File: src/rtl/deserializer_dbuf_if.sv
// Sample-in / frame-out handshake bundle for deserializer_dbuf, plus frame-length config and flush.
// The slave modport is the deserializer; master is the surrounding producer/consumer.
interface deserializer_dbuf_if #(
    parameter int N_SAMPLES = 8,
    parameter int BIT_WIDTH = 32
);
    localparam int LEN_W = $clog2(N_SAMPLES) + 1;

    logic [LEN_W-1:0]               cfg_len;
    logic                           flush;
    logic                           recv_val;
    logic                           recv_rdy;
    logic [BIT_WIDTH-1:0]           recv_msg;
    logic                           send_val;
    logic                           send_rdy;
    logic [N_SAMPLES*BIT_WIDTH-1:0] send_msg;
    logic [LEN_W-1:0]               send_len;

    modport master (
        output cfg_len, flush, recv_val, recv_msg, send_rdy,
        input  recv_rdy, send_val, send_msg, send_len
    );

    modport slave (
        input  cfg_len, flush, recv_val, recv_msg, send_rdy,
        output recv_rdy, send_val, send_msg, send_len
    );
endinterface

File: src/rtl/deserializer_dbuf.sv
// Double-buffered sample-to-frame deserializer: a fill bank collects samples while the
// output bank holds the previous frame, with configurable frame length and flush.
module deserializer_dbuf #(
    parameter int N_SAMPLES = 8,
    parameter int BIT_WIDTH = 32
) (
    input logic                 clk,
    input logic                 reset,
    deserializer_dbuf_if.slave  bus
);
    localparam int LEN_W = $clog2(N_SAMPLES) + 1;

    typedef enum logic {FILL, HOLD} state_t;

    state_t                         state_reg, state_next;
    logic [BIT_WIDTH-1:0]           fill_mem [N_SAMPLES];
    logic [LEN_W-1:0]               count_reg;
    logic [LEN_W-1:0]               len_reg;
    logic [N_SAMPLES*BIT_WIDTH-1:0] send_msg_reg;
    logic [LEN_W-1:0]               send_len_reg;
    logic                           send_val_reg;
    logic                           recv_rdy;

    logic                           recv_fire, send_fire;
    logic [LEN_W-1:0]               eff_cfg, cur_len, frame_len, src_len;
    logic                           normal_done, flush_done, done;
    logic                           handoff, to_hold, hold_exit;
    logic [N_SAMPLES*BIT_WIDTH-1:0] copy_msg;

    assign recv_fire = bus.recv_val && recv_rdy;
    assign send_fire = send_val_reg && bus.send_rdy;

    // Out-of-range lengths select a full frame; the live value only matters for slot 0.
    assign eff_cfg = (bus.cfg_len == '0 || bus.cfg_len > LEN_W'(N_SAMPLES))
                     ? LEN_W'(N_SAMPLES) : bus.cfg_len;
    assign cur_len = (count_reg == '0) ? eff_cfg : len_reg;

    assign frame_len   = count_reg + LEN_W'(recv_fire);
    assign normal_done = recv_fire && (count_reg + LEN_W'(1) == cur_len);
    assign flush_done  = (state_reg == FILL) && bus.flush && (count_reg != '0 || recv_fire);
    assign done        = normal_done || flush_done;
    assign handoff     = done && (!send_val_reg || send_fire);
    assign to_hold     = done && !handoff;
    assign hold_exit   = (state_reg == HOLD) && send_fire;

    // In HOLD the held frame length lives in count_reg.
    assign src_len = (state_reg == HOLD) ? count_reg : frame_len;

    // Copy path merges this cycle's sample and zeroes slots past the frame length.
    for (genvar gi = 0; gi < N_SAMPLES; gi++) begin : g_slot
        logic [BIT_WIDTH-1:0] slot_val;
        assign slot_val = (recv_fire && count_reg == LEN_W'(gi)) ? bus.recv_msg : fill_mem[gi];
        assign copy_msg[gi*BIT_WIDTH +: BIT_WIDTH] = (LEN_W'(gi) < src_len) ? slot_val : '0;
    end

    always_ff @(posedge clk) begin
        if (reset) state_reg <= FILL;
        else       state_reg <= state_next;
    end

    always_comb begin
        state_next = state_reg;
        case (state_reg)
            FILL:    if (to_hold)   state_next = HOLD;
            HOLD:    if (hold_exit) state_next = FILL;
            default: state_next = FILL;
        endcase
    end

    always_comb begin
        recv_rdy = (state_reg == FILL) && !reset;
    end

    always_ff @(posedge clk) begin
        for (int k = 0; k < N_SAMPLES; k++) begin
            if (recv_fire && count_reg == LEN_W'(k)) fill_mem[k] <= bus.recv_msg;
        end
    end

    always_ff @(posedge clk) begin
        if (reset) begin
            count_reg    <= '0;
            len_reg      <= '0;
            send_val_reg <= 1'b0;
            send_msg_reg <= '0;
            send_len_reg <= '0;
        end else begin
            if (recv_fire && count_reg == '0) len_reg <= eff_cfg;

            if (handoff || hold_exit)  count_reg <= '0;
            else if (to_hold)          count_reg <= frame_len;
            else if (recv_fire)        count_reg <= count_reg + LEN_W'(1);

            if (handoff || hold_exit) begin
                send_msg_reg <= copy_msg;
                send_len_reg <= src_len;
                send_val_reg <= 1'b1;
            end else if (send_fire) begin
                send_val_reg <= 1'b0;
            end
        end
    end

    assign bus.recv_rdy = recv_rdy;
    assign bus.send_val = send_val_reg;
    assign bus.send_msg = send_msg_reg;
    assign bus.send_len = send_len_reg;
endmodule

File: src/flat_wrapper.sv
// flat-port wrapper written by rule: the top's interface ports become plain ports
module deserializer_dbuf_flat 
#(
    parameter int N_SAMPLES = 8,
    parameter int BIT_WIDTH = 32
)
  (clk, reset, bus_cfg_len, bus_flush, bus_recv_val, bus_recv_msg, bus_send_rdy, bus_recv_rdy, bus_send_val, bus_send_msg, bus_send_len);
  deserializer_dbuf_if #(.N_SAMPLES(N_SAMPLES), .BIT_WIDTH(BIT_WIDTH)) bus_i ();
  input logic clk;
  input logic reset;
  input wire logic [$bits(bus_i.cfg_len)-1:0] bus_cfg_len;
  input wire logic [$bits(bus_i.flush)-1:0] bus_flush;
  input wire logic [$bits(bus_i.recv_val)-1:0] bus_recv_val;
  input wire logic [$bits(bus_i.recv_msg)-1:0] bus_recv_msg;
  input wire logic [$bits(bus_i.send_rdy)-1:0] bus_send_rdy;
  output wire logic [$bits(bus_i.recv_rdy)-1:0] bus_recv_rdy;
  output wire logic [$bits(bus_i.send_val)-1:0] bus_send_val;
  output wire logic [$bits(bus_i.send_msg)-1:0] bus_send_msg;
  output wire logic [$bits(bus_i.send_len)-1:0] bus_send_len;
  assign bus_i.cfg_len = bus_cfg_len;
  assign bus_i.flush = bus_flush;
  assign bus_i.recv_val = bus_recv_val;
  assign bus_i.recv_msg = bus_recv_msg;
  assign bus_i.send_rdy = bus_send_rdy;
  assign bus_recv_rdy = bus_i.recv_rdy;
  assign bus_send_val = bus_i.send_val;
  assign bus_send_msg = bus_i.send_msg;
  assign bus_send_len = bus_i.send_len;
  deserializer_dbuf #(.N_SAMPLES(N_SAMPLES), .BIT_WIDTH(BIT_WIDTH)) u_core (.clk(clk), .reset(reset), .bus(bus_i));
endmodule
File: config.mk
export PLATFORM = sky130hd
export DESIGN_NAME = deserializer_dbuf_flat
export DESIGN_NICKNAME = d
export VERILOG_FILES = /design/src/rtl/deserializer_dbuf_if.sv /design/src/rtl/deserializer_dbuf.sv /design/src/flat_wrapper.sv
export SDC_FILE = /design/constraint.sdc
export NUM_CORES = 1
export LEC_CHECK = 0
export BUFFER_PORTS_ARGS = -buffer_cell sky130_fd_sc_hd__buf_2
export CORE_UTILIZATION = 30
export DETAILED_ROUTE_END_ITERATION = 8
export PLACE_DENSITY = 0.57
export SYNTH_ARGS = -nofsm -noshare
export SYNTH_HDL_FRONTEND = slang
export SYNTH_SLANG_ARGS = --single-unit
File: constraint.sdc
create_clock -name clk -period 4.8 [get_ports clk]
set_input_delay 0.96 -clock clk [delete_from_list [all_inputs] [get_ports clk]]
set_output_delay 0.96 -clock clk [all_outputs]
set_load 0.005 [all_outputs]
==> impl_metrics.tcl <==
set metrics [dict create \
    start_kind "flip-flop" \
    io_pins 303 \
    stdcell_count 2954 \
    internal_power_mw 7.67 \
    synthDominantAreaCellType "dfxtp_1" \
    topRoutingLayerUsed "met4" \
    ys_types 45 \
    grt-ovfl-total 0 \
    combPwrFrac_pct 7.7 \
    start_util_pct 30.3 \
    muxShareOfSynthArea_pct 15.0 \
    syn_avg_cell_area_sq_um 10.8 \
    async_reset_ff_share_pct 0 \
    fin_hold_ws_ps 446 \
    grt_pass1_vias 13955 \
    peakVddDrop_v 0.000243 \
    ys_top_cells_by_area "dfxtp_1 (54%), mux2_2 (13%), nand3b_1 (8.6%)" \
    drive_gt1_share_pct 31.3 \
    root_buffer "clkbuf_16" \
    wl_met3_um 3290 \
    crit_arrival_ps 4040 \
    cts_hold_buf 0 \
    ctsResizeCount 0 \
    r2r-start "u_core.state_reg" \
    ant_nets 0 \
    netSwitchingFraction_pct 23.2 \
    timing.setup.tns_ps 0 \
    met2WireLength_um 24600 \
    dp_cells 2849 \
    cts.clk_slew.worst_paths_ps 60 \
    cts_tree "done" \
    end_kind "flip-flop" \
    clock_skew_ps 12.6 \
    synth_top_family_by_area "simple AND/OR/NAND/NOR gates" \
    cts_made_buffers 57 \
    rows 93 \
    syn_inst 1809 \
    cts.htree.levels 2 \
    gp_congestion 0.792 \
    synth_nets 1856 \
    port_buffers 302 \
    die_area_sq_um 65900 \
    synth_area_sq_um 19500 \
    n_fill_cell 6425 \
    synthAdderAreaFrac_pct 0.386 \
    hp-class "flip-flop to flip-flop" \
    fmax_mhz 281 \
    cp_max_fo 32 \
    status "finished clean" \
    met1_length_um 25900 \
    synth-compound-area-share_pct 7.34 \
    p_leak_nw 9.95 \
    rrSetupSlack_ps 1240 \
    synth_ff_type "dfxtp_1" \
    ys_seq_area_share_pct 54.1 \
    powerDensity_nw_per_um2 424 \
    routed_via_density 4.70 \
    synthXorXnorAreaFrac_pct 0.360 \
    worst_slew_pin_slew_ps 1020 \
    whs_path_depth 2 \
    seq_area_sq_um 10500 \
    cp_data_required_time_ps 5290 \
    core_sq_um 64300 \
    die_y_um 257 \
    antenna_found_initial 7 \
    dpl.hpwl_um 35600 \
    drt_pass1_iterations 5 \
    vias 13879 \
    rsz0062_at_grt "false" \
    synth_edf_count 0 \
    max_slew_margin_pct 31.7 \
    cts_sinks 526 \
    maxCapViolCount 0 \
    slew_violations 0 \
    insertion_delay_ps 600 \
    grt_max_degree 104 \
    clock_power_share_pct 45.2 \
    finalHoldViolations 0 \
    syn_to_final_growth_pct 21.1 \
    synthSimpleGateAreaFrac_pct 18.5 \
    track_usage_pct 16.2 \
    setup_violations 0 \
    rr_worst_depth 12 \
    wirelength_um 54700 \
    p_total_mw 9.99 \
    grt_pass1_wl_um 83500 \
    net-switching-power_mw 2.31 \
    drc_errors 0 \
    r2r_end "u_core.bus.send_msg[152]" \
    clk_path_buf_depth 3 \
    timing_worst_setup_path_type "flip-flop to flip-flop" \
    cts_setup_buffers 0 \
    yosys_warnings 0 \
    multiInputGateArea_sq_um 8130 \
    die_w_um 257 \
    yosys.cell_count.top_type "dfxtp_1" \
    synth_common_cells "dfxtp_1 (526), mux2_2 (224), nand3b_1 (224), nand2b_1 (134), nand2_1 (114)" \
    fin_crit_ps 3560 \
    fin_nets 2100 \
    ys_seq_elements 526 \
    critical_path.endpoint "u_core.bus.send_msg[152]" \
    drt-initial-drc-count 743 \
    yosys.area.top_type_share_pct 54.1 \
    wl_per_cell_um 18.5 \
    post-route-period-util_pct 74.1 \
    cp-startpoint "u_core.state_reg" \
    seq_power_share_pct 47.1 \
]
layout by cell type, fill, tap and decap left out, types with 3 or more instances in the layout:
cell        instances
clkinvlp_4          6
clkbuf_16          59
a211oi_1            8
or3b_1             32
o21ai_0            64
clkbuf_1           11
nor2b_1             4
clkbuf_8           12
diode_2             3
buf_4              17
nand3_1            34
bufinv_16           6
dfxtp_1           526
nand2_2             7
mux2i_1            39
nor3b_1             3
nand3b_1          224
inv_1              36
nor2_1             17
ha_1                6
o31ai_1            32
nand2b_1          134
nor3_1              5
o21ai_1            68
buf_2             301
a21oi_1            70
a21o_1              5
buf_12              5
clkinv_2            7
nand2_1           107
xnor2_1             6
mux2_2            224
power groups by stage:
stage                     Sequential (mW)  Clock, mW  Combinational (mW)
after CTS                            4.71       4.66               0.777
final                                4.71       4.51               0.767
after global placement               4.79          0               0.757
after floorplan                      4.78          0               0.564
after global routing                 4.73       4.84               0.851
after detailed placement             4.80          0               0.775
routing by layer:
| layer | vias to the layer above | track usage [%] |
|---|---|---|
| met3 | 71 | 4.37 |
| met1 | 6751 | 21.7 |
| met5 | - | 0 |
| met4 | 0 | 3.92 |
| li1 | 6747 | - |
| met2 | 310 | 25.7 |
worst min-delay path by stage:
stage | from | endpoint
global route | u_core.bus.send_msg[96] | u_core.bus.send_msg[96]
detailed placement | u_core.bus.send_msg[234] | u_core.bus.send_msg[234]
CTS | u_core.bus.send_msg[118] | u_core.bus.send_msg[118]
global placement | u_core.fill_mem[0][28] | u_core.fill_mem[0][28]
floorplan | u_core.fill_mem[0][0] | u_core.fill_mem[0][0]
finish | u_core.bus.send_msg[234] | u_core.bus.send_msg[234]
logic make-up after synthesis:
family                   after synthesis
AND/OR/NAND/NOR                      575
flip-flops                           526
multiplexers                         263
AO/OA/AOI/OAI                        255
buffers and inverters                176
XOR/XNOR                               8
adder cells (fa/ha/maj)                6
stage by stage:
step | util [%] | area, sq um | worst slack (ps)
floorplan | - | 19500 | 1740
global placement | 33.6 | 21600 | 932
detailed placement | 33.6 | 21600 | 857
CTS | 36.6 | 23600 | 1230
global route | 36.6 | 23600 | 863
finish | 36.6 | 23600 | 1240
critical path: stages (launching register included):
cell,delay (ps)
dfxtp_1,580
nor2_1,120
nand2_1,240
clkinv_1,280
ha_1,300
ha_1,200
inv_1,80
nor2_1,50
xnor2_1,400
a21o_1,130
a21o_1,790
nand3b_1,200
nand2_1,60
final cells by class:
class                      instances  share of cell area [%]
antenna                            3                  0.0318
clock buffer                      82                    7.14
clock inverter                    20                    1.14
inverter                          37                   0.589
multi-input combinational       1107                    34.5
sequential                       526                    44.7
tap                              855                    4.54
timing repair buffer             324                    7.40
No activity file was read; power rests on OpenSTA's default activity.
